[src/rtl/aes_round_seq_if.sv]
// aes_round_seq_if: CPU-side handshake and datapath control bundle of the AES round sequencer.
interface aes_round_seq_if;
    logic       start;
    logic       abort;
    logic       out_ready;
    logic       busy;
    logic       out_valid;
    logic       sel_init;
    logic       state_we;
    logic       key_we;
    logic       final_round;
    logic [3:0] round;
    logic [7:0] rcon;
    modport master (
        output start, abort, out_ready,
        input  busy, out_valid, sel_init, state_we, key_we, final_round, round, rcon
    );
    modport slave (
        input  start, abort, out_ready,
        output busy, out_valid, sel_init, state_we, key_we, final_round, round, rcon
    );
endinterface

[src/rtl/aes_round_seq.sv]
// aes_round_seq: Moore sequencer for an iterative AES-128 round datapath (INIT, rounds 1-9, final round, result handshake).
module aes_round_seq #(
    parameter int ROUND_CYCLES = 1
) (
    input logic          clk,
    input logic          rst_n,
    aes_round_seq_if.slave bus
);
    localparam int SW = ROUND_CYCLES > 1 ? $clog2(ROUND_CYCLES) : 1;
    localparam logic [SW-1:0] SUB_LAST = SW'(ROUND_CYCLES - 1);

    typedef enum logic [2:0] {IDLE, INIT, ROUND, FINAL, DONE} state_t;

    state_t        state, nstate;
    logic [SW-1:0] sub, nsub;
    logic [3:0]    rnd, nrnd;
    logic          nrounding;

    function automatic logic [7:0] rcon_of(input logic [3:0] r);
        case (r)
            4'd1:    return 8'h01;
            4'd2:    return 8'h02;
            4'd3:    return 8'h04;
            4'd4:    return 8'h08;
            4'd5:    return 8'h10;
            4'd6:    return 8'h20;
            4'd7:    return 8'h40;
            4'd8:    return 8'h80;
            4'd9:    return 8'h1b;
            4'd10:   return 8'h36;
            default: return 8'h00;
        endcase
    endfunction

    always_comb begin
        nstate = state;
        nsub   = sub;
        nrnd   = rnd;
        case (state)
            IDLE: if (bus.start && !bus.abort) begin
                nstate = INIT;
                nsub   = '0;
                nrnd   = 4'd0;
            end
            INIT: begin
                nstate = ROUND;
                nsub   = '0;
                nrnd   = 4'd1;
            end
            ROUND, FINAL: if (sub == SUB_LAST) begin
                nsub   = '0;
                nstate = state == FINAL ? DONE : (rnd == 4'd9 ? FINAL : ROUND);
                nrnd   = state == FINAL ? 4'd0 : rnd + 4'd1;
            end else begin
                nsub = sub + SW'(1);
            end
            DONE: if (bus.out_ready) nstate = IDLE;
            default: nstate = IDLE;
        endcase
        // abort wins everywhere except IDLE, so no write enable is ever registered for the cancelled job
        if (bus.abort && state != IDLE) begin
            nstate = IDLE;
            nsub   = '0;
            nrnd   = 4'd0;
        end
        nrounding = nstate == ROUND || nstate == FINAL;
    end

    // outputs are registered from the next-state decode so they align with the state they describe
    always_ff @(posedge clk or negedge rst_n) begin
        if (!rst_n) begin
            state           <= IDLE;
            sub             <= '0;
            rnd             <= 4'd0;
            bus.busy        <= 1'b0;
            bus.out_valid   <= 1'b0;
            bus.sel_init    <= 1'b0;
            bus.state_we    <= 1'b0;
            bus.key_we      <= 1'b0;
            bus.final_round <= 1'b0;
            bus.round       <= 4'd0;
            bus.rcon        <= 8'h00;
        end else begin
            state           <= nstate;
            sub             <= nsub;
            rnd             <= nrnd;
            bus.busy        <= nstate != IDLE;
            bus.out_valid   <= nstate == DONE;
            bus.sel_init    <= nstate == INIT;
            bus.state_we    <= nstate == INIT || (nrounding && nsub == SUB_LAST);
            bus.key_we      <= nstate == INIT || (nrounding && nsub == SUB_LAST);
            bus.final_round <= nstate == FINAL;
            bus.round       <= nrounding ? nrnd : 4'd0;
            bus.rcon        <= nrounding ? rcon_of(nrnd) : 8'h00;
        end
    end
endmodule

[src/flat_wrapper.sv]
// flat-port wrapper written by rule: the top's interface ports become plain ports
module aes_round_seq_flat 
#(
    parameter int ROUND_CYCLES = 1
)
  (clk, rst_n, bus_start, bus_abort, bus_out_ready, bus_busy, bus_out_valid, bus_sel_init, bus_state_we, bus_key_we, bus_final_round, bus_round, bus_rcon);
  aes_round_seq_if bus_i ();
  input logic clk;
  input logic rst_n;
  input wire logic [$bits(bus_i.start)-1:0] bus_start;
  input wire logic [$bits(bus_i.abort)-1:0] bus_abort;
  input wire logic [$bits(bus_i.out_ready)-1:0] bus_out_ready;
  output wire logic [$bits(bus_i.busy)-1:0] bus_busy;
  output wire logic [$bits(bus_i.out_valid)-1:0] bus_out_valid;
  output wire logic [$bits(bus_i.sel_init)-1:0] bus_sel_init;
  output wire logic [$bits(bus_i.state_we)-1:0] bus_state_we;
  output wire logic [$bits(bus_i.key_we)-1:0] bus_key_we;
  output wire logic [$bits(bus_i.final_round)-1:0] bus_final_round;
  output wire logic [$bits(bus_i.round)-1:0] bus_round;
  output wire logic [$bits(bus_i.rcon)-1:0] bus_rcon;
  assign bus_i.start = bus_start;
  assign bus_i.abort = bus_abort;
  assign bus_i.out_ready = bus_out_ready;
  assign bus_busy = bus_i.busy;
  assign bus_out_valid = bus_i.out_valid;
  assign bus_sel_init = bus_i.sel_init;
  assign bus_state_we = bus_i.state_we;
  assign bus_key_we = bus_i.key_we;
  assign bus_final_round = bus_i.final_round;
  assign bus_round = bus_i.round;
  assign bus_rcon = bus_i.rcon;
  aes_round_seq #(.ROUND_CYCLES(ROUND_CYCLES)) u_core (.clk(clk), .rst_n(rst_n), .bus(bus_i));
endmodule
[config.mk]
export PLATFORM = sky130hd
export DESIGN_NAME = aes_round_seq_flat
export DESIGN_NICKNAME = d
export VERILOG_FILES = /design/src/rtl/aes_round_seq_if.sv /design/src/rtl/aes_round_seq.sv /design/src/flat_wrapper.sv
export SDC_FILE = /design/constraint.sdc
export NUM_CORES = 1
export LEC_CHECK = 0
export ABC_AREA = 1
export CAP_MARGIN = 15
export CORE_MARGIN = 5
export CORE_UTILIZATION = 45
export DETAILED_ROUTE_END_ITERATION = 12
export PLACE_DENSITY = 0.81
export SLEW_MARGIN = 10
export SYNTH_ARGS = -nofsm -noshare
export SYNTH_HDL_FRONTEND = slang
export SYNTH_SLANG_ARGS = --single-unit
[constraint.sdc]
create_clock -name clk -period 1.8 [get_ports clk]
set_input_delay 0.27 -clock clk [delete_from_list [all_inputs] [get_ports clk]]
set_output_delay 0.27 -clock clk [all_outputs]
set_load 0.005 [all_outputs]
# Word level (Yosys, flattened, before mapping)
# Memories as Yosys holds them, arrays and structs flattened.
# Cells that the tools add are included.
[word_totals] regBits=25 input_bits=5 mem_count=1 rom_bits=128 out_inout_bits=18
[op_classes] eq_ne=9 n_addsub=2 reduce_logical=10 bitwise_logic=1 mux=18
[memory_table] name="(no name shown)" words=16 word_bits=8 rd=1 rd_clocked_by_memory_dff=0 wr=0 line="aes_round_seq.sv:20" source="case (r)"
[ops] operator="4-bit 2-to-1 mux" n=5
[ops] operator="3-bit 2-to-1 mux" n=5
[ops] operator="3-bit by 2-bit equality test with 1-bit output (second input constant)" n=4
[ops] operator="3-bit one-hot mux with 4 select lines" n=1
[ops] operator="4-bit one-hot mux with 3 select lines" n=1
[ops] operator="8-bit 2-to-1 mux" n=1
[ops] operator="3-bit by 1-bit equality test with 1-bit output (second input constant)" n=2
[ops] operator="3-bit equality test (second input constant)" n=2
[ops] operator="3-bit nonzero test" n=2
[ops] operator="4-bit by 1-bit adder with 4-bit output (second input constant)" n=1
[ops] operator="4-bit equality test (second input constant)" n=1
[ops] operator="1-bit 2-to-1 mux" n=4
[ops] operator="1-bit logical AND" n=3
[ops] operator="3-bit zero test" n=1
[ops] operator="1-bit one-hot mux with 3 select lines" n=1
[ops] operator="1-bit logical OR" n=2
[ops] operator="2-bit OR reduction" n=1
[ops] operator="1-bit adder (second input constant)" n=1
[ops] operator="1-bit zero test" n=1
[ops] operator="1-bit NOT" n=1

# Logic depth before layout (Yosys ltp)
# Gate-level depths: netlist of run 1.
[logic_depth] word_depth=10 mapped_depth=13

# Worst setup path before layout of run 1
# Ideal clock, no wire load.
[synth_path] path_kind="register to register" start="register u_core.state[1]" end="register u_core.bus.rcon[1]" arrival_ns=1.544 path_slack_ns=0.141 t_required_ns=1.685 path_stages_with_launch=12 n_path_buf=0 synth_period_minus_slack_ns=1.659 setup_time_ns=0.115 cell_sequence="dfrtp_1 nor2_4 nand2_1 nand2_1 a21oi_1 o21ai_0 nand2_1 ha_1 nand2_1 nand2_1 nand2_1 nor2_1"
[synth_via] elab_chain_len=8 word_cells_on_any_way=23 classes_between="eq/ne (6); mux (11); reduce/logical (5); memory (1)"
[synth_rtl] element="from (decl)" line="aes_round_seq.sv:14" source="state_t state, nstate;"
[synth_rtl] element="from (signal assigned)" line="aes_round_seq.sv:84" source="state <= nstate;"
[synth_rtl] element="parallel branches: the longest is 7 deep, another holds memory 16 x 8 bit"
[synth_rtl] element="8-bit 2-to-1 mux (*)" line="aes_round_seq.sv:94" source="bus.rcon <= nrounding ? rcon_of(nrnd) : 8'h00;"
[synth_rtl] element="to (signal assigned)" line="aes_round_seq.sv:94"
[synth_rtl] element="to (decl)" line="aes_round_seq_if.sv:20" source="output busy, out_valid, sel_init, state_we, key_we, final_round, round, rcon"
# Mark *: on every way between the ends.

# Worst setup path after layout of run 1
[layout_path] start="register u_core.rnd[1]" end="register u_core.bus.rcon[1]"
[layout_via] word_cells_on_any_way=17 classes_between="add/sub (1); eq/ne (3); mux (11); reduce/logical (1); memory (1)"
[layout_rtl] element="from (decl)" line="aes_round_seq.sv:16" source="logic [3:0] rnd, nrnd;"
[layout_rtl] element="from (signal assigned)" line="aes_round_seq.sv:86" source="rnd <= nrnd;"
[layout_rtl] element="4-bit by 1-bit adder with 4-bit output" line="aes_round_seq.sv:53" source="nrnd = state == FINAL ? 4'd0 : rnd + 4'd1;"
[layout_rtl] element="4-bit 2-to-1 mux" line="aes_round_seq.sv:53"
[layout_rtl] element="4-bit 2-to-1 mux" line="aes_round_seq.sv:50" source="ROUND, FINAL: if (sub == SUB_LAST) begin"
[layout_rtl] element="4-bit one-hot mux with 3 select lines (*)" line="aes_round_seq.sv:39" source="case (state)"
[layout_rtl] element="4-bit 2-to-1 mux (*)" line="aes_round_seq.sv:61" source="if (bus.abort && state != IDLE) begin"
[layout_rtl] element="net u_core.nrnd[1]" line="aes_round_seq.sv:16"
[layout_rtl] element="memory 16 x 8 bit (*)"
[layout_rtl] element="8-bit 2-to-1 mux (*)" line="aes_round_seq.sv:94"
# The timed path passes the listed nets; every way through them passes the cells marked *.

==> flow_results.org, run 1 <==
** GRT
- Global-route wire length before repair :: 4960 um
- The number of global-route vias before repair was between 1000 and 1500.
- Entering global routing, the biggest net connects 26 pins.
- Total track usage :: 0.154
- Global routing finished with a remaining overflow of 0.
- The initial antenna violation count came to 0.

** Worst setup path
- Data arrives at the worst endpoint at ~2100 ps.
- Endpoint of the lowest-slack register-to-register path :: u_core.bus.rcon[1]
- The most critical setup path has its endpoint at u_core.bus.rcon[1].
- The startpoint identified for the worst register-to-register timing path is u_core.rnd[1].
- Kind of critical path :: reg -> reg
- At the worst endpoint, the required time is a little over 2000 ps.
- Kind of launch point of the worst setup path :: register
- Endpoint type of the worst setup path :: register
- Maximum fanout encountered on the critical timing path :: 3
- The critical path starts at u_core.rnd[1].
- Worst reg2reg setup slack :: -50 ps
- Worst-case reg-to-reg path depth :: 11

** Pwr
- In this run the static leakage power is around 0.94 nW.
- VDD sags by at most about 1 mV.
- Total chip power :: approximately 2.4 mW
- In this run the power density over the cells is 1280 nW/um2.

** Drt
- Dividing the detail-routed via count by the number of cells gives between 4 and 5.
- Detailed routing inserted a total of approximately 1200 vias.
- Routed len/inst :: 13.5 um
- Routed signal wires occupy layers up through met4.
- After detailed routing, the number of remaining DRC violations is 0.
- After detailed routing, the total wire length is around 3200 um.
- 1st-pass router iterations :: 4
- Post-DRT Antenna Nets :: 0
- Met3 routed WL :: 177 um
- WL met1 :: approximately 1300 um
- Wire segments on met2 add up to 1660 um in the final route.
- Initial DRC Count :: 50

** Clock tree
- The clock passes through at most 2 buffers.
- Insertion delay of the later-clocked pin in the worst-skew pair :: about 320 ps
- In this run, CTS created clock tree buffers numbering 3.
- CTS saw 25 sinks.
- Post-CTS clock slew at the launch and capture registers of the worst setup and hold paths :: around 130 ps
- Quantity of hold-fixing buffers added after cts :: 0
- CTS tree :: yes
- H-tree levels :: 1
- Clock root buffer :: sky130_fd_sc_hd__clkbuf_4

** STA
- Across all setup checks in the final design, the least slack found is -50.6 ps.
- Setup violations remaining at the end of the flow were counted as 5.
- Static timing analysis puts the maximum clock frequency at ~540 MHz.
- Between clock sinks in the finished design, the worst skew comes to between 6 and 7 ps.
- Setup TNS Final :: -162 ps
- Post-route clock period utilization :: 1.03
- Unrepaired setup endpoints after global routing :: yes
- Pins over their slew limit :: 0
- Worst-Margin Slew :: ~330 ps
- Max-slew headroom at the worst pin :: 0.782
- Hold is met by 290 ps.
- Tmin final :: between 1500 and 2000 ps
- The final count of hold timing violations is 0.

** Cells and area
- In the final design database the tool counted ~220 nets.
- The filler cells instantiated in the layout total 217.
- Post-route cell area :: roughly 1900 um2
- Relative to the synthesized area, the layout overhead comes to 46.3%.
- Fraction of layout cells with a size suffix above 1 :: 0.338
- Count of placed standard cells in the final layout, fillers left out :: between 200 and 250
- Final Core Density :: 0.682
- The number of antenna diodes in the final layout is 0.

** Place
- Cells after DPL :: ~220
- Routability-driven placement finished with a final weighted congestion of around 0.94.
- Input and output buffers added on the ports amount to 22.
- HPWL reported at the end of detailed placement :: 2170 um
- Summing all placed instances gives a cell area of between 1500 and 2000 um2.
- Post-placement setup slack :: -286 ps

** Synth
- Dominant register cell in the synthesized netlist :: sky130_fd_sc_hd__dfrtp_1
- Counting flops with an async set or reset pin after synthesis yields a share of 1.00.
- Post-synthesis area per instance :: 8.33 um2
- Top cell type's share of synthesized area :: 0.491
- Part of the Yosys area used for sequential elements :: 0.491
- Number of different library cells in the post-synthesis netlist :: 20
- Leading post-synthesis cells by instance count :: sky130_fd_sc_hd__nand2_1 (45), sky130_fd_sc_hd__dfrtp_1 (25), sky130_fd_sc_hd__nor2_1 (21), sky130_fd_sc_hd__inv_1 (19), sky130_fd_sc_hd__nand3_1 (8)
- Cell types with the largest area share after synthesis :: sky130_fd_sc_hd__dfrtp_1 (49%), sky130_fd_sc_hd__nand2_1 (13%), sky130_fd_sc_hd__nor2_1 (6.2%)
- Library cell with the largest summed area after synthesis :: sky130_fd_sc_hd__dfrtp_1
- By instance count, the leading cell after synthesis is sky130_fd_sc_hd__nand2_1.
- The number of nets in the synthesized netlist is 164.
- Synth Register Bits :: 25
- Post-Synthesis Cell Area :: around 1300 um2
- Counting flops with a built-in enable in the synthesized netlist gives 0.
- The Yosys step of the flow raised 0 warnings.
- Gate count after technology mapping :: 153

** Floorplan
- For this design the top-level I/O count stands at 23.
- Die outline area :: around 4000 um2
- The initial utilization of the core area, before any placement, comes to 0.466.
- Measured along the y axis, the die boundary spans 63.2 um.
- Die Width :: around 63 um
- Row generation in the floorplan step produced 19 rows.
- The floorplan step defined a core boundary enclosing ~2700 um2.

** Worst hold path
- The tightest min-delay check is of the in -> async type.

** Status
- The flow ran to the end, but the final reports show violations.
- Violated checks :: setup timing

** Run
- Max-capacitance violation count :: 0
## cell families (layout without fill, tap and decap cells)
logic type,Yosys count,in the layout,share of synthesized area
buffers and inverters,23,77,0.0707
flip-flops,25,25,0.491
AND/OR/NAND/NOR,87,87,0.305
adder cells (fa/ha/maj),6,6,0.0589
AO/OA/AOI/OAI,12,12,0.0746
## cell usage in the layout (no fill, tap or decap), drive strengths merged
| cell type | count |
|---|---|
| nand2 | 48 |
| nand3 | 9 |
| nor2 | 25 |
| clkbuf | 4 |
| o22ai | 1 |
| a21oi | 8 |
| o21ai | 3 |
| and2 | 1 |
| clkdlybuf4s50 | 22 |
| dfrtp | 25 |
| inv | 22 |
| nor3 | 3 |
| buf | 29 |
| ha | 6 |
| nand4 | 1 |
## critical path: stages (launching register included)
cell,delay [ps]
sky130_fd_sc_hd__dfrtp_1,380
sky130_fd_sc_hd__inv_1,60
sky130_fd_sc_hd__ha_1,300
sky130_fd_sc_hd__o22ai_1,180
sky130_fd_sc_hd__nand2_1,90
sky130_fd_sc_hd__o21ai_2,70
sky130_fd_sc_hd__nand2_2,130
sky130_fd_sc_hd__inv_4,120
sky130_fd_sc_hd__ha_4,140
sky130_fd_sc_hd__nand2_1,70
sky130_fd_sc_hd__and2_1,140
sky130_fd_sc_hd__nor2_1,100
## area by class of cell
type	count	area (um2)	share of cell area
multi-input combinational	105	642	0.344
sequential	25	629	0.337
timing repair buffer	51	442	0.237
inverter	22	87.6	0.0469
tap	31	38.8	0.0208
clock buffer	4	26.3	0.0141
## layer usage
layer,global-route usage,vias to the layer above
met5,0,-
met4,0.0519,0
met3,0.0444,7
met2,0.274,35
met1,0.175,540
li1,-,577
## flip-flops by register name, summed over array words and instances (netlist names)
| name | cells |
|---|---|
| u_core.sub | 1 |
| u_core.bus.rcon | 8 |
| u_core.bus.out_valid | 1 |
| u_core.bus.state_we | 1 |
| u_core.state | 3 |
| u_core.bus.sel_init | 1 |
| u_core.bus.final_round | 1 |
| u_core.bus.busy | 1 |
| u_core.bus.round | 4 |
| u_core.rnd | 4 |
## timing repair
item                                    CTS  global route
setup buffers                             4             7
gates cloned                              0             0
resized for setup                         4            26
pin swaps                                 4            16
endpoints found under the setup margin    4             7
## where the power goes
group | switching (mW) | leakage, nW | internal [mW]
combinational | 0.719 | 0.586 | 0.683
sequential | 0.0704 | 0.336 | 0.661
clock | 0.164 | 0.0150 | 0.0868
## worst min path at each step
stage	start	end	slack (ps)	cells after the start
after CTS	rst_n	u_core.bus.state_we	300	2
final	rst_n	u_core.bus.busy	290	2
after global placement	rst_n	u_core.bus.sel_init	650	2
after floorplan	rst_n	u_core.bus.busy	-30	0
after global routing	rst_n	u_core.bus.busy	330	2
after detailed placement	rst_n	u_core.bus.state_we	660	2
(Power assumes the default switching activity.)
==> run 2: changes to the inputs <==
--- a/config.mk
+++ b/config.mk
@@ -7,10 +7,12 @@
 export LEC_CHECK = 0
 export ABC_AREA = 1
 export CAP_MARGIN = 15
+export CELL_PAD_IN_SITES_DETAIL_PLACEMENT = 0
+export CELL_PAD_IN_SITES_GLOBAL_PLACEMENT = 1
 export CORE_MARGIN = 5
-export CORE_UTILIZATION = 45
+export CORE_UTILIZATION = 34
 export DETAILED_ROUTE_END_ITERATION = 12
-export PLACE_DENSITY = 0.81
+export PLACE_DENSITY = 0.82
 export SLEW_MARGIN = 10
 export SYNTH_ARGS = -nofsm -noshare
 export SYNTH_HDL_FRONTEND = slang
==> run 2 against run 1 <==
Effect of this change: clock skew increased by 6.0 ps; core utilization decreased by 17 points; non-clock buffer count decreased by 3; via count decreased by 2.8%; critical path depth decreased by 1; die area increased by 27%; hold slack improved by 43 ps; sequential power about the same; the run now ends clean; sequential share of layout area increased by 0.16 points; routed wire length decreased by 11%; fmax increased by 7.0%; flip-flop and latch count unchanged.
==> flow_results.org, run 2 (synthesis gave the netlist of run 1 again) <==
** Pwr
- Internal power of the cells :: 1.43 mW (about the same)
- The relative contribution of combinational cells to total power came to 0.533 (-0.055).
- The net switching power of the design came to 0.868 mW (-8.9%).
- The maximum ir drop on the vdd rail was 0.628 mV (-36%).
- Proportion of total power due to net switching :: 0.378 (-0.0220)
- Power density over the cells :: 1240 nW/um2 (-3.4%)
- The sequential fraction of design power is 0.320 (+0.013).
- Static power due to leakage :: 0.938 nW (about the same)
- Clock group share of total power :: 0.148 (+0.043)

** STA
- Final hold vios :: 0 (unchanged)
- The clock tree skew after final layout is 12.3 ps (+5.95 ps).
- The final critical-path share of the clock period was 0.960 (-0.0677).
- Total setup violations reported at the end of the flow :: 0 (-5)
- The shortest period the worst path allows came to 1730 ps (-122 ps).
- Max-slew headroom at the worst pin :: 0.787 (+0.00500)
- The number of max-slew violations in the final report came to 0 (unchanged).
- The transition time at the pin with the least slew margin came to 320 ps (-7.50 ps).
- Setup repair after global routing could not meet its margin everywhere.
- Worst Hold Margin :: 333 ps (+43.0 ps)
- Fmax :: 578 MHz (+7.0%)

** Clock tree
- The clock latency of the later-clocked register in the worst-skew pair came to 270 ps (-50 ps).
- Total number of clock tree sinks :: 25 (unchanged)
- The clock-pin slew of the registers on the worst-case setup and hold paths came to 90 ps (-40 ps).
- Number of buffers created by CTS :: 3 (unchanged)
- CTS tree :: yes
- Quantity of hold-fixing buffers added after cts :: 0 (unchanged)
- The level count of the clock H-tree came to 1 (unchanged).
- Clock root buffer :: sky130_fd_sc_hd__clkbuf_8
- The clock tree buffer depth is 2 (unchanged).

** Cells and area
- Synthesis-to-layout area growth :: 45.9%
- Number of filler instances in the final layout :: 361 (+66%)
- In the layout the commonest cells are sky130_fd_sc_hd__nand2_1 (38), sky130_fd_sc_hd__buf_4 (25), sky130_fd_sc_hd__clkdlybuf4s50_1 (21), sky130_fd_sc_hd__dfrtp_1 (21), sky130_fd_sc_hd__nor2_1 (18).
- Most common cell after layout, fill and taps aside :: sky130_fd_sc_hd__nand2_1
- The antenna diode count is 0 (unchanged).
- The number of flip-flops in the largest register came to 8 (unchanged).
- The fraction of layout cells with a size suffix above 1 came to 0.338 (about the same).
- Final layout net count :: 216 (-1.4%)
- Counting flops per register, the top entry is u_core.bus.rcon.
- The summed area of non-filler cells in the final layout was 1860 um2 (-0.27%).
- The largest registers in the layout are u_core.bus.rcon (8), u_core.bus.round (4), u_core.rnd (4).

** Worst setup path
- The data required time at the worst endpoint is 2000 ps (-60 ps).
- Critical Path Most Common Cell :: sky130_fd_sc_hd__nand2_1
- The top fanout value on the critical path was 4 (+1).
- Worst-case reg-to-reg path depth :: 10 (-1)
- The startpoint identified for the worst register-to-register timing path is u_core.rnd[0].
- CP max-delay cell :: sky130_fd_sc_hd__dfrtp_1
- Maximum cell stage delay along the critical path :: 420 ps (+40 ps)
- The worst setup path is launched from a register.
- Endpoint of the lowest-slack register-to-register path :: u_core.bus.rcon[1]
- The worst setup path is of the reg -> reg kind.
- The arrival time at the worst endpoint is 1930 ps (-180 ps).
- Count of buffering cells on the critical path with inverters included :: 0 (-2)
- The signal on the critical path passes through ha_1, o22ai_1, nand2_1, o21ai_2, nand2_2, ha_4, nand2_2, nand2_1, nand2_1, nor2_1.
- The kind of cell with the highest combined delay along the critical path is adder cells.
- Worst reg2reg setup slack :: 70 ps (+120 ps)
- The worst setup path is captured at a register.

** Run
- The max-capacitance violation count was 0 (unchanged).

** Drt
- Initial DRC Count :: 85 (+70%)
- The number of nets with antenna violations after routing came to 0 (unchanged).
- The ratio of routed vias to standard cells came to 4.47 (-8.2%).
- The mean routed wirelength per cell is 11.4 um (-16%).
- The vias after detailed routing was 1127 (-2.8%).
- Total Routed Length :: 2860 um (-11%)
- The detailed-route DRC error count came to 0 (unchanged).
- The first-pass iteration count of the detailed router is 4 (unchanged).

** GRT
- The number of global-route vias before repair is 1096 (-3.7%).
- Total track usage :: 0.117 (-0.0367)
- The overall overflow remaining after global route was 0 (unchanged).
- Antenna violations before repair :: 0 (unchanged)
- Global-route wire length before repair :: 4820 um (-2.8%)
- Largest net degree at the start of global routing :: 26 (unchanged)

** Place
- HPWL reported at the end of detailed placement :: 2170 um (about the same)
- Area after DPL :: 1680 um2 (+1.3%)
- The number of buffers added on ports was 22 (unchanged).
- GP Congestion :: 0.839 (-10%)

** Floorplan
- The starting density of the core is 0.351 (-0.115).
- The number of standard-cell rows in the floorplan is 22 (+3).
- Number of top-level pins :: 23 (unchanged)
- Die Width :: 71.2 um (+13%)
- The die extent in y is 71.2 um (+13%).
- Standard cell core area :: 3630 um2 (+33%)
- The full die area is 5070 um2 (+27%).

** Worst hold path
- The startpoint identified for the worst hold timing path is bus_abort.
- Worst min-delay path category :: in -> reg
- The worst hold path passes through 4 cells.
- Hold Path End :: u_core.bus.sel_init

** Status
- The flow ran to the end, and the final reports show no timing, DRC or antenna violations.
run 2: changes by cell type in the layout (fill, tap and decap cells not counted), sizes merged:
| cell | delta |
|---|---|
| clkinvlp | +1 |
| clkbuf | -1 |
| clkdlybuf4s50 | -1 |
| buf | -3 |
| dlymetal6s2s | +1 |
run 2: cell type report:
| cell class | count | area [um2] | share of cell area |
|---|---|---|---|
| sequential | 25 | 631 | 0.339 |
| multi-input combinational | 105 | 614 | 0.330 |
| timing repair buffer | 48 | 422 | 0.227 |
| inverter | 22 | 85.1 | 0.0457 |
| tap | 48 | 60.1 | 0.0323 |
| clock buffer | 3 | 41.3 | 0.0222 |
| clock inverter | 1 | 7.51 | 0.00403 |
run 2: through the flow:
step | utilization | total power [mW] | setup slack [ps] | TNS [ps] | instances
4_1_cts | 0.482 | 2.13 | -13.9 | -30.4 | 246
5_1_grt | 0.512 | 2.49 | -78.9 | -238 | 252
3_5_place_dp | 0.463 | 1.74 | -285 | -1780 | 240
3_3_place_gp | 0.463 | 1.74 | -281 | -1590 | 240
6_report | 0.512 | 2.30 | 71.2 | 0 | 252
2_1_floorplan | - | 1.30 | 141 | 0 | 153
run 2: worst reg2reg max path, stage by stage (launching register included):
cell                      delay [ps]
sky130_fd_sc_hd__dfrtp_1         420
sky130_fd_sc_hd__ha_1            290
sky130_fd_sc_hd__o22ai_1         120
sky130_fd_sc_hd__nand2_1          80
sky130_fd_sc_hd__o21ai_2          80
sky130_fd_sc_hd__nand2_2         130
sky130_fd_sc_hd__ha_4            280
sky130_fd_sc_hd__nand2_2          40
sky130_fd_sc_hd__nand2_1          60
sky130_fd_sc_hd__nand2_1          60
sky130_fd_sc_hd__nor2_1          100
run 2: worst max path at each step:
stage | end | start | slack, ps | cells after the start
2_1_floorplan | u_core.bus.rcon[1] | u_core.state[1] | 140 | 11
3_3_place_gp | u_core.bus.rcon[1] | bus_abort | -280 | 11
3_5_place_dp | u_core.bus.rcon[1] | bus_abort | -290 | 11
4_1_cts | u_core.bus.rcon[2] | u_core.rnd[0] | -10 | 13
5_1_grt | u_core.bus.rcon[1] | u_core.rnd[0] | -80 | 10
6_report | u_core.bus.rcon[1] | u_core.rnd[0] | 70 | 10
run 2: routing by layer:
layer / track usage / vias to the layer above / part of all wire
li1: - / 571 / -
met1: 0.145 / 518 / 0.44
met2: 0.193 / 32 / 0.48
met3: 0.0337 / 6 / 0.059
met4: 0.0480 / 0 / 0.019
met5: 0 / - / 0
run 2: power by group through the flow:
stage	clock, mW	sequential (mW)	combinational [mW]
2_1_floorplan	0	0.740	0.555
3_3_place_gp	0	0.740	1.00
3_5_place_dp	0	0.741	1.00
4_1_cts	0.355	0.733	1.04
5_1_grt	0.382	0.750	1.36
6_report	0.339	0.735	1.22
run 2: what timing repair did:
action,4_1_cts,5_1_grt
endpoints found under the setup margin,6,7
pin swaps,1,13
buffers inserted,2,6
gates cloned,0,0
gates resized for setup,4,25
==> run 3: changes to the inputs <==
--- a/config.mk
+++ b/config.mk
@@ -17,3 +17,4 @@
 export SYNTH_ARGS = -nofsm -noshare
 export SYNTH_HDL_FRONTEND = slang
 export SYNTH_SLANG_ARGS = --single-unit
+export TNS_END_PERCENT = 20
==> run 3 against run 2 <==
Effect of this change: count of clock-buffer cells in the layout stayed put; power down 0.62%; worst setup slack improved by 6.9 ps; cell area is 0.40% lower; clock skew is essentially flat; critical endpoint unchanged.
==> flow_results.org, run 3 (synthesis gave the netlist of run 1 again) <==
** Cells and area
- The library cells used most frequently in the layout, excluding fill and tap cells, are sky130_fd_sc_hd__nand2_1 (38), sky130_fd_sc_hd__buf_4 (24), sky130_fd_sc_hd__clkdlybuf4s50_1 (21), sky130_fd_sc_hd__dfrtp_1 (21), sky130_fd_sc_hd__nor2_1 (18).
- Fraction of layout cells with a size suffix above 1 :: 0.335 (-0.00326)
- Final layout net count :: 215 (-0.46%)
- Number of flip-flops under the largest register name :: 8 (unchanged)
- The utilization after layout is 0.510 (-0.00207).
- Leaving out fill and tap cells, the most frequent cell in the layout is sky130_fd_sc_hd__nand2_1.
- The antenna diode count is 0 (unchanged).
- Compared with the post-synthesis result, the final layout area differs by 45.3%.
- More flip-flops sit in one register than any other, and that register is u_core.bus.rcon.
- The largest registers in the layout are u_core.bus.rcon (8), u_core.bus.round (4), u_core.rnd (4).

** Pwr
- Net Sw Power :: 0.867 mW (-0.12%)
- The power density relative to cell area was 1230 nW/um2 (-0.22%).
- The relative contribution of combinational cells to total power came to 0.528 (-0.005).
- The maximum ir drop on the vdd rail was 0.605 mV (-3.6%).
- Static power due to leakage :: 0.932 nW (-0.57%)
- The sequential fraction of design power was 0.323 (+0.003).
- The internal power contribution was 1.42 mW (-0.93%).
- Clock group share of total power :: 0.149 (about the same)
- The final total power is 2.28 mW (-0.62%).
- Proportion of total power due to net switching :: 0.380 (+0.00190)

** Floorplan
- Die outline area :: 5070 um2 (unchanged)
- The core footprint was 3630 um2 (unchanged).
- Number of top-level pins :: 23 (unchanged)
- The die extent in y is 71.2 um (unchanged).
- Number of core rows :: 22 (unchanged)
- The overall die width is 71.2 um (unchanged).
- Starting Density :: 0.351 (unchanged)

** Place
- The final estimated routing congestion in global placement is 0.839 (unchanged).
- HPWL reported at the end of detailed placement :: 2170 um (unchanged)
- IO Port Bufs :: 22 (unchanged)

** GRT
- Vias in the first global route :: 1096 (unchanged)
- The overall overflow remaining after global route was 0 (unchanged).
- The met3 usage came to 0.0337 (unchanged).
- The global routing stage identified its most utilized layer as met2.
- The pin count of the biggest net entering global routing was 26 (unchanged).
- The initial antenna violation count was 0 (unchanged).
- Routing usage on met1 :: 0.145 (unchanged)
- The global routing usage on met2 came to 0.193 (unchanged).
- Total track usage :: 0.117 (unchanged)
- The wire length of the first global-routing pass is 4820 um (unchanged).

** Worst setup path
- Kind of critical path :: reg -> reg
- The top fanout value on the critical path came to 4 (unchanged).
- STA classifies the critical path startpoint as a register.
- Critical path required time :: 2000 ps (about the same)
- STA classifies the critical path endpoint as a register.
- Arrival time of data at the critical path endpoint :: 1920 ps (about the same)

** STA
- The number of max-slew violations in the final report came to 0 (unchanged).
- Worst Skew :: 12.6 ps (+0.334 ps)
- The setup TNS after final layout came to 0 ps (unchanged).
- Post-route clock period utilization :: 0.957 (-0.00385)
- Fmax :: 581 MHz (+0.40%)
- The setup violation total in the final timing report is 0 (unchanged).
- Setup repair after global routing could not meet its margin everywhere.
- Final hold vios :: 0 (unchanged)
- Worst-Margin Slew :: 323 ps (+2.83 ps)
- Max-slew headroom at the worst pin :: 0.785 (-0.00189)
- Tmin final :: 1720 ps (-6.93 ps)

** Clock tree
- Post-CTS clock slew at the launch and capture registers of the worst setup and hold paths :: 100 ps (about the same)
- In this run the clock root is driven by a sky130_fd_sc_hd__clkbuf_8.
- The clock latency of the later-clocked register in the worst-skew pair is 280 ps (about the same).
- CTS max path bufs :: 2 (unchanged)
- Number of buffers created by CTS :: 3 (unchanged)
- The number of clock sinks came to 25 (unchanged).
- CTS tree :: yes
- The level count of the clock H-tree is 1 (unchanged).
- The cts-stage hold buffer count was 0 (unchanged).

** Status
- Outcome :: complete, no violations

** Drt
- The vias after detailed routing came to 1120 (-0.62%).
- Total Routed Length :: 2890 um (+0.73%)
- The number of nets with antenna violations after routing was 0 (unchanged).
- The ratio of routed vias to standard cells was 4.46 (-0.23%).
- Routed len/inst :: 11.5 um (+1.1%)
- Initial DRC Count :: 65 (-24%)
- The detailed-route DRC error count came to 0 (unchanged).
- 1st-pass router iterations :: 4 (unchanged)

** Run
- Max-capacitance violation count :: 0 (unchanged)

** Worst hold path
- Worst min-delay path category :: in -> reg
[run 3: cell types whose count changed in the layout (fill, tap and decap cells not counted), sizes merged]
| cell | previous run | this run |
|---|---|---|
| buf | 26 | 25 |
[run 3: final cells by class]
class	instances	area, um2
clock buffer	3	41.3
clock inverter	1	7.51
fill	361	1780
inverter	22	85.1
multi-input combinational	105	614
sequential	25	631
tap	48	60.1
timing repair buffer	47	414
[run 3: final timing paths]
kind,endpoint,cells past startpoint,from,slack (ps)
max,u_core.bus.rcon[1],10,u_core.rnd[0],80
min reg2reg,u_core.bus.sel_init,3,u_core.state[0],660
min,u_core.bus.sel_init,4,bus_abort,330
max reg2reg,u_core.bus.rcon[1],10,u_core.rnd[0],80
min in group asynchronous,u_core.sub,2,rst_n,350
max in group asynchronous,u_core.state[1],2,rst_n,1170
[run 3: power groups by stage]
stage          clock [mW]  sequential [mW]  combinational (mW)
2_1_floorplan           0            0.740               0.555
3_3_place_gp            0            0.740                1.00
3_5_place_dp            0            0.741                1.00
4_1_cts             0.355            0.733                1.04
5_1_grt             0.382            0.750                1.34
6_report            0.340            0.738                1.21
[run 3: repair_timing]
item | in CTS | in global routing
buffers inserted | 2 | 5
endpoints found under the setup margin | 6 | 7
pin swaps | 1 | 13
gates resized for setup | 4 | 25
[run 3: routing by layer]
layer,routed length (um),part of all wire,up-vias
met5,0,0,-
met2,1360,0.47,26
met4,53,0.018,0
met3,158,0.055,6
met1,1310,0.45,517
li1,-,-,571
[run 3: per-stage QoR]
| step | setup WS (ps) | instance area, um2 | instances | hold slack [ps] |
|---|---|---|---|---|
| CTS | -13.9 | 1750 | 246 | 364 |
| detailed placement | -285 | 1680 | 240 | 655 |
| floorplan | 141 | 1270 | 153 | -25.6 |
| global route | -73.2 | 1850 | 251 | 361 |
| finish | 78.2 | 1850 | 251 | 333 |
| global placement | -281 | 1680 | 240 | 656 |
[run 3: worst max-delay path, cell delays in order, from the launching register on]
cell                      delay [ps]
sky130_fd_sc_hd__dfrtp_1         420
sky130_fd_sc_hd__ha_1            290
sky130_fd_sc_hd__o22ai_1         120
sky130_fd_sc_hd__nand2_1          80
sky130_fd_sc_hd__o21ai_2          80
sky130_fd_sc_hd__nand2_2         130
sky130_fd_sc_hd__ha_4            280
sky130_fd_sc_hd__nand2_2          40
sky130_fd_sc_hd__nand2_1          60
sky130_fd_sc_hd__nand2_1          60
sky130_fd_sc_hd__nor2_1          100
